<file path="config.mk">
export PLATFORM = sky130hd
export DESIGN_NAME = atan_poly_driver
export DESIGN_NICKNAME = d
export VERILOG_FILES = /design/src/rtl/atan_pkg.sv /design/src/rtl/atan_poly_driver.sv
export SDC_FILE = /design/constraint.sdc
export NUM_CORES = 1
export LEC_CHECK = 0
export ABC_CLOCK_PERIOD_IN_PS = 14400
export BUFFER_PORTS_ARGS = -buffer_cell sky130_fd_sc_hd__buf_2
export CAP_MARGIN = 25
export CORE_MARGIN = 2
export CORE_UTILIZATION = 70
export CTS_CLUSTER_DIAMETER = 30
export DETAILED_ROUTE_END_ITERATION = 8
export MAX_ROUTING_LAYER = met4
export PLACE_DENSITY = 0.93
export SETUP_SLACK_MARGIN = 0.05
export SLEW_MARGIN = 15
export SYNTH_ARGS = -nofsm -noshare
export SYNTH_HDL_FRONTEND = slang
export SYNTH_SLANG_ARGS = --single-unit
</file>
<file path="constraint.sdc">
create_clock -name clk -period 14.4 [get_ports clk]
set_clock_uncertainty 0.05 [all_clocks]
set_input_delay 1.44 -clock clk [delete_from_list [all_inputs] [get_ports clk]]
set_output_delay 1.44 -clock clk [all_outputs]
set_load 0.02 [all_outputs]
</file>
<file path="src/rtl/atan_pkg.sv">
// atan_pkg: shared FSM state type, fixed-point widths and constants for atan_poly_driver (ATAN_SIGN_EN widens the result)
package atan_pkg;
  typedef enum logic [2:0] {IDLE, SQUARE, MUL_WAIT, SCALE, OUT} state_e;
  localparam int Q_FRAC = 15;
  localparam int POW_W = 16;
  localparam int P_W = 23;
  localparam int P_SHIFT = 7;
  localparam logic [POW_W-1:0] C1_DEF = 16'h7F67;
  localparam logic [POW_W-1:0] X_MAX = 16'h8000;
`ifdef ATAN_SIGN_EN
  localparam int OUT_W = POW_W + 1;
`else
  localparam int OUT_W = POW_W;
`endif
endpackage

</file>
<file path="src/rtl/atan_poly_driver.sv">
// atan_poly_driver: evaluates atan(x) ~ x*(C1 - A*x^2) around an external constant multiplier; ATAN_SIGN_EN adds signed output
module atan_poly_driver
  import atan_pkg::*;
#(
  parameter int MUL_LAT = 3,
  parameter logic [POW_W-1:0] C1 = C1_DEF
) (
  input  logic             clk,
  input  logic             rst,
  input  logic             in_valid,
  output logic             in_ready,
  input  logic [POW_W-1:0] in_x,
  output logic             out_valid,
  input  logic             out_ready,
  output logic [OUT_W-1:0] out_atan,
  output logic [POW_W-1:0] atan_poly_pow_2,
  input  logic [P_W-1:0]   mul_A_p,
`ifdef ATAN_SIGN_EN
  input  logic             in_sign,
  output logic             out_sign,
`endif
  output logic             busy
);
  localparam int CW = $clog2(MUL_LAT + 2);
  state_e           state_q, state_d;
  logic [POW_W-1:0] x_q, x_d, pow2_q, pow2_d, t_q, t_d, d_mag, mag;
  logic [CW-1:0]    cnt_q, cnt_d;
  logic [OUT_W-1:0] res_q, res_d;
  logic             sign_q, sign_d;
  logic             unused_p;
  assign unused_p = ^mul_A_p[P_SHIFT-1:0];
  assign in_ready = (state_q == IDLE) && !rst;
  assign out_valid = state_q == OUT;
  assign busy = state_q != IDLE;
  assign atan_poly_pow_2 = pow2_q;
  assign out_atan = res_q;
  assign d_mag = C1 > t_q ? C1 - t_q : '0;
  assign mag = POW_W'((32'(x_q) * 32'(d_mag)) >> Q_FRAC);
`ifdef ATAN_SIGN_EN
  assign out_sign = sign_q;
`endif
  // state and datapath registers; reset aborts any operand in flight
  always_ff @(posedge clk or posedge rst) begin
    if (rst) begin
      state_q <= IDLE;
      x_q <= '0;
      pow2_q <= '0;
      t_q <= '0;
      cnt_q <= '0;
      res_q <= '0;
      sign_q <= 1'b0;
    end else begin
      state_q <= state_d;
      x_q <= x_d;
      pow2_q <= pow2_d;
      t_q <= t_d;
      cnt_q <= cnt_d;
      res_q <= res_d;
      sign_q <= sign_d;
    end
  end
  // next-state and datapath updates: clamp, square, wait on multiplier, scale, hold result
  always_comb begin
    state_d = state_q;
    x_d = x_q;
    pow2_d = pow2_q;
    t_d = t_q;
    cnt_d = cnt_q;
    res_d = res_q;
    sign_d = sign_q;
    case (state_q)
      IDLE: if (in_valid) begin
        x_d = in_x > X_MAX ? X_MAX : in_x;
`ifdef ATAN_SIGN_EN
        sign_d = in_sign;
`endif
        state_d = SQUARE;
      end
      SQUARE: begin
        pow2_d = POW_W'((32'(x_q) * 32'(x_q)) >> Q_FRAC);
        cnt_d = '0;
        state_d = MUL_WAIT;
      end
      MUL_WAIT: if (cnt_q == CW'(MUL_LAT)) begin
        t_d = mul_A_p[P_W-1:P_SHIFT];
        state_d = SCALE;
      end else begin
        cnt_d = cnt_q + 1'b1;
      end
      SCALE: begin
`ifdef ATAN_SIGN_EN
        res_d = sign_q ? -{1'b0, mag} : {1'b0, mag};
`else
        res_d = mag;
`endif
        state_d = OUT;
      end
      OUT: if (out_ready) state_d = IDLE;
      default: state_d = IDLE;
    endcase
  end
endmodule
</file>
Yosys cells after proc, flatten, opt, wreduce, memory -nomap -nowiden:

Cells that the tools add are included.

* bits in registers: 70
* word-level logic and storage cells: 38

* $add $sub $neg: 2
* $mul: 2
* order comparisons: 2
* equality and inequality tests: 9
* multiplexer cells: 8
* reductions and logical operators: 9

Operator list (number)
* $mul 16x16->31: 2
* $mux 16: 2
* $gt 15x16->1 const A: 1
* $gt 16x16->1 const B: 1
* $sub 15x16->16 const A: 1
* $pmux 3 s5: 1
* $mux 3: 4
* $eq 3x2->1 const B: 3
* $ne 2x2->1 const B: 3
* $pmux 3 s2: 1
* $reduce_and 2->1: 3
* $add 3x1->3 const B: 1
* $eq 3x1->1 const B: 1
* $eq 3x3->1 const B: 1
* $logic_not 3->1: 1
* $reduce_and 3->1: 1
* $reduce_bool 3->1: 1
* $ne 2x1->1 const B: 1
* $reduce_bool 2->1: 1
* $logic_and 1x1->1: 1
* $logic_not 1->1: 1

Depth between registers and ports, before layout:

* depth after elaboration: 3
* depth in mapped cells: 30

Least setup slack after synthesis:

OpenSTA, ideal clock, no wires.

* path kind: register -> register
* from: register t_q[3]
* to: register res_q[15], in the netlist out_atan[15]
* library setup time: 0.087 ns
* arrival: 6.926 ns
* required time: 14.263 ns
* setup slack: 7.337 ns
* cell stages (with the launch flop): 29
* path buffers: 3
* path through: dfrtp_1 inv_1 ha_1 nand4_1 a21oi_1 and2_1 clkbuf_1 buf_1 buf_1 nor3_1 fa_1 inv_1 fa_1 fa_1 inv_1 fa_1 fa_1 inv_1 fa_1 inv_1 ha_1 and4_1 o21ai_0 a21oi_1 o22a_2 a211oi_1 or3b_2 a211o_1 o211ai_1

* cells in the longest elaborated chain, start to end: 3
* elaborated cells on any way between the ends: 4

Ends and longest elaborated chain
* start: declaration: RTL line atan_poly_driver.sv:26 `logic [POW_W-1:0] x_q, x_d, pow2_q, pow2_d, t_q, t_d, d_mag, mag;`
* start signal: assignment: RTL line atan_poly_driver.sv:56 `t_q <= t_d;`
* $sub 15x16->16 / $gt 15x16->1 (equally long branches): RTL line atan_poly_driver.sv:37 `assign d_mag = C1 > t_q ? C1 - t_q : '0;`
* $mux 16 *: RTL line atan_poly_driver.sv:37
* $mul 16x16->31 *: RTL line atan_poly_driver.sv:38 `assign mag = POW_W'((32'(x_q) * 32'(d_mag)) >> Q_FRAC);`
* end signal: assignment: RTL line atan_poly_driver.sv:58 `res_q <= res_d;`
* end: declaration: RTL line atan_poly_driver.sv:28 `logic [OUT_W-1:0] res_q, res_d;`

Mark *: on every way between the ends. The rest lies on a longest branch, timed or not.
A chain may end at the register's enable or synchronous reset.

Worst setup path after layout:

* from: register t_q[3]
* to: register res_q[10], in the netlist out_atan[10]

Same word-level chain as after synthesis.

==> impl_metrics.toml <==
[synthesis]
synthXorXnorAreaFrac_pct = 2.368
syn-cell-area_um2 = 17750
yosysSeqAreaShare_pct = 9.868
syn_avg_cell_area_um2 = 8.970
yosys.area_share.adder_pct = 53.92
synth_cells = 1979
async_flop_share_pct = 100.0
synthMuxAreaShare_pct = 0.9445
synthSimpleGateAreaFrac_pct = 14.53
synth_top_family_by_area = "adder cells"
ys_types = 58
ys.flop_type = "dfrtp_1"
synth_fp_nets = 2574
synth_edf_count = 0
synth_compound_area_share_pct = 6.146
synth-seq-cells = 70
ys_warn_count = 0

[floorplanning]
pin_count = 78
rows = 58
die_x_um = 163.2
core_um2 = 25040
initial_core_util_pct = 70.90
die_height_um = 163.2
dieArea_um2 = 26650

[timing]
period_share_pct = 58.60
hold_viol_final = 0
fmax_mhz = 118.5
slew_headroom_pct = 20.96
period_needed_ps = 8438
tightestPinTransition_ps = 1181
setup-tns-final_ps = 0
final-max-slew-violation-count = 0
setup_viol = 0
rsz0062_at_grt = "no"
fin_hold_ws_ps = 420.0

[clock_network]
clock-sinks = 70
cts_root_buf = "clkbuf_16"
cts_tree = "yes"
cts_buffer_depth = 2
cts_buffers = 9
cts_setup_buffers = 0
clk_latency_ps = 360
htree_num_levels = 3
hold_buffers = 0
clkTransAtPathRegs_ps = 70
cts_resized = 0

[drt]
viasPerCell = 6.114
drc_errors = 0
routedWlPerCell_um = 19.67
ant_nets = 0
wirelength_um = 46120
dr.first_iter.drc_count = 1411
dr.pass1.iters = 9
num_vias = 14340

[layout]
fillers = 1533
synthToLayoutAreaGrowth_pct = 6.006
final_cell_mix = "inv_1 (490), fa_1 (355), nand2_1 (262)"
layout_commonest_cell = "inv_1"
final_area_um2 = 18820
fin_nets = 2605
post_route_cells_drive_above_1_share_pct = 7.345
multi_input_area_um2 = 13840
diodes = 0
ff_latch_area_um2 = 1752

[placed_design]
io_buffers = 70
dpl_cell_area_um2 = 18410
gp_congestion = 0.9545
hpwl_um = 34660

[flow_run]
drv_cap = 0

[global_routing]
grt_antenna_before_repair = 0
grt_pass1_wl_um = 76870
first_global_vias = 16320
overflow = 0
grt_max_degree = 75
grt_use_total_pct = 38.52

[hold_path]
hp-class = "reg -> reg"

[critical_path]
cp.required_ps = 14590
slowest_stage = "nor2_1"
end_kind = "register"
worstSetupPathType = "reg -> reg"
critPathLaunchType = "register"
arrival_ps = 8630
cp_max_fo = 11
crit_path_max_incr_delay_ps = 890

[status]
run_status = "complete, no violations"
path summary, 6_finish.rpt:
check / from / end / slack [ps] / cells after the start
min reg2reg: atan_poly_pow_2[5] / atan_poly_pow_2[5] / 420 / 2
max in group asynchronous: rst / t_q[15] / 12680 / 4
max reg2reg: t_q[3] / out_atan[10] / 5960 / 28
min in group asynchronous: rst / x_q[12] / 1050 / 3
min: atan_poly_pow_2[5] / atan_poly_pow_2[5] / 420 / 2
max: t_q[3] / out_atan[10] / 5960 / 28
synthesized netlist by cell type, types with 2 or more instances:
library cell  number  share of area [%]
o21ai_0           48                1.4
a2111o_1           3               0.19
a21oi_1           39                1.1
or3_1              2              0.070
nor4_1             6               0.21
nor3_1            66                1.9
a21boi_0           3               0.13
nand3_1           13               0.37
xnor2_1           36                1.8
nand2_1          262                5.5
a21o_1            10               0.42
dfrtp_1           70                9.9
mux2_2            14               0.89
fa_1             355                 40
clkinv_1           4              0.085
and3_1             5               0.18
a31o_2             2              0.099
nor2_1            57                1.2
o21bai_1           6               0.25
a22o_1            13               0.64
a211oi_1           5               0.21
buf_1              7               0.15
o31ai_1            4               0.17
a221oi_1           2              0.099
clkbuf_1          76                1.6
inv_1            491                 10
o211ai_1           5               0.21
nor3b_1            3               0.13
nand4_1           11               0.39
ha_1             197                 14
nand2b_1           7               0.25
o21a_1            12               0.51
and2_1           102                3.6
xor2_1            12               0.59
or4_1              3               0.13
or2_2              3               0.11
nor2b_1            4               0.14
worst max-delay path, delay by kind of cell, from the launching register on:
family / cells / cell delay, ps
compound gates: 7 / 1800
xor+xnor: 2 / 280
fa+ha+maj: 8 / 3320
buf+inv: 7 / 850
flops: 1 / 380
simple gates: 4 / 1610
metrics by stage:
| stage | utilization [%] | setup WS [ps] | instances |
|---|---|---|---|
| 2_1_floorplan | - | 7337 | 1979 |
| 5_1_grt | 75.16 | 5667 | 2345 |
| 6_report | 75.16 | 5962 | 2345 |
| 3_5_place_dp | 73.54 | 6122 | 2323 |
| 4_1_cts | 74.87 | 6093 | 2339 |
| 3_3_place_gp | 73.51 | 6443 | 2322 |
sequential cells by signal (all words and copies together) (netlist names):
register	count
out_atan	16
atan_poly_pow_2	16
cnt_q	3
state_q	3
x_q	16
t_q	16
area by class of cell:
cell class                      instances  share of cell area, %
Tap cell                              330                  2.194
Clock buffer                           10                  1.270
Multi-Input combinational cell       1331                  73.54
Inverter                              495                  9.874
Clock inverter                          6                 0.4921
Timing Repair Buffer                  103                  3.325
Sequential cell                        70                  9.309
layer usage:
layer	vias to the layer above	GRT usage [%]	part of all wire, %
li1	6033	-	-
met1	6940	41.94	32
met2	984	62.12	49
met3	380	8.913	10
met4	0	28.04	8.3
met5	-	-	0
logic make-up (layout without fill, tap and decap cells):
family / after synthesis / after routing
buffers and inverters: 578 / 614
AND/OR/NAND/NOR: 551 / 551
AO/OA/AOI/OAI: 165 / 165
flip-flops: 70 / 70
adder cells (fa/ha/maj): 552 / 552
XOR/XNOR: 48 / 48
multiplexers: 15 / 15
Power is not shown: default switching activity piles up to over one toggle a cycle in this logic, so the estimate is an artifact.
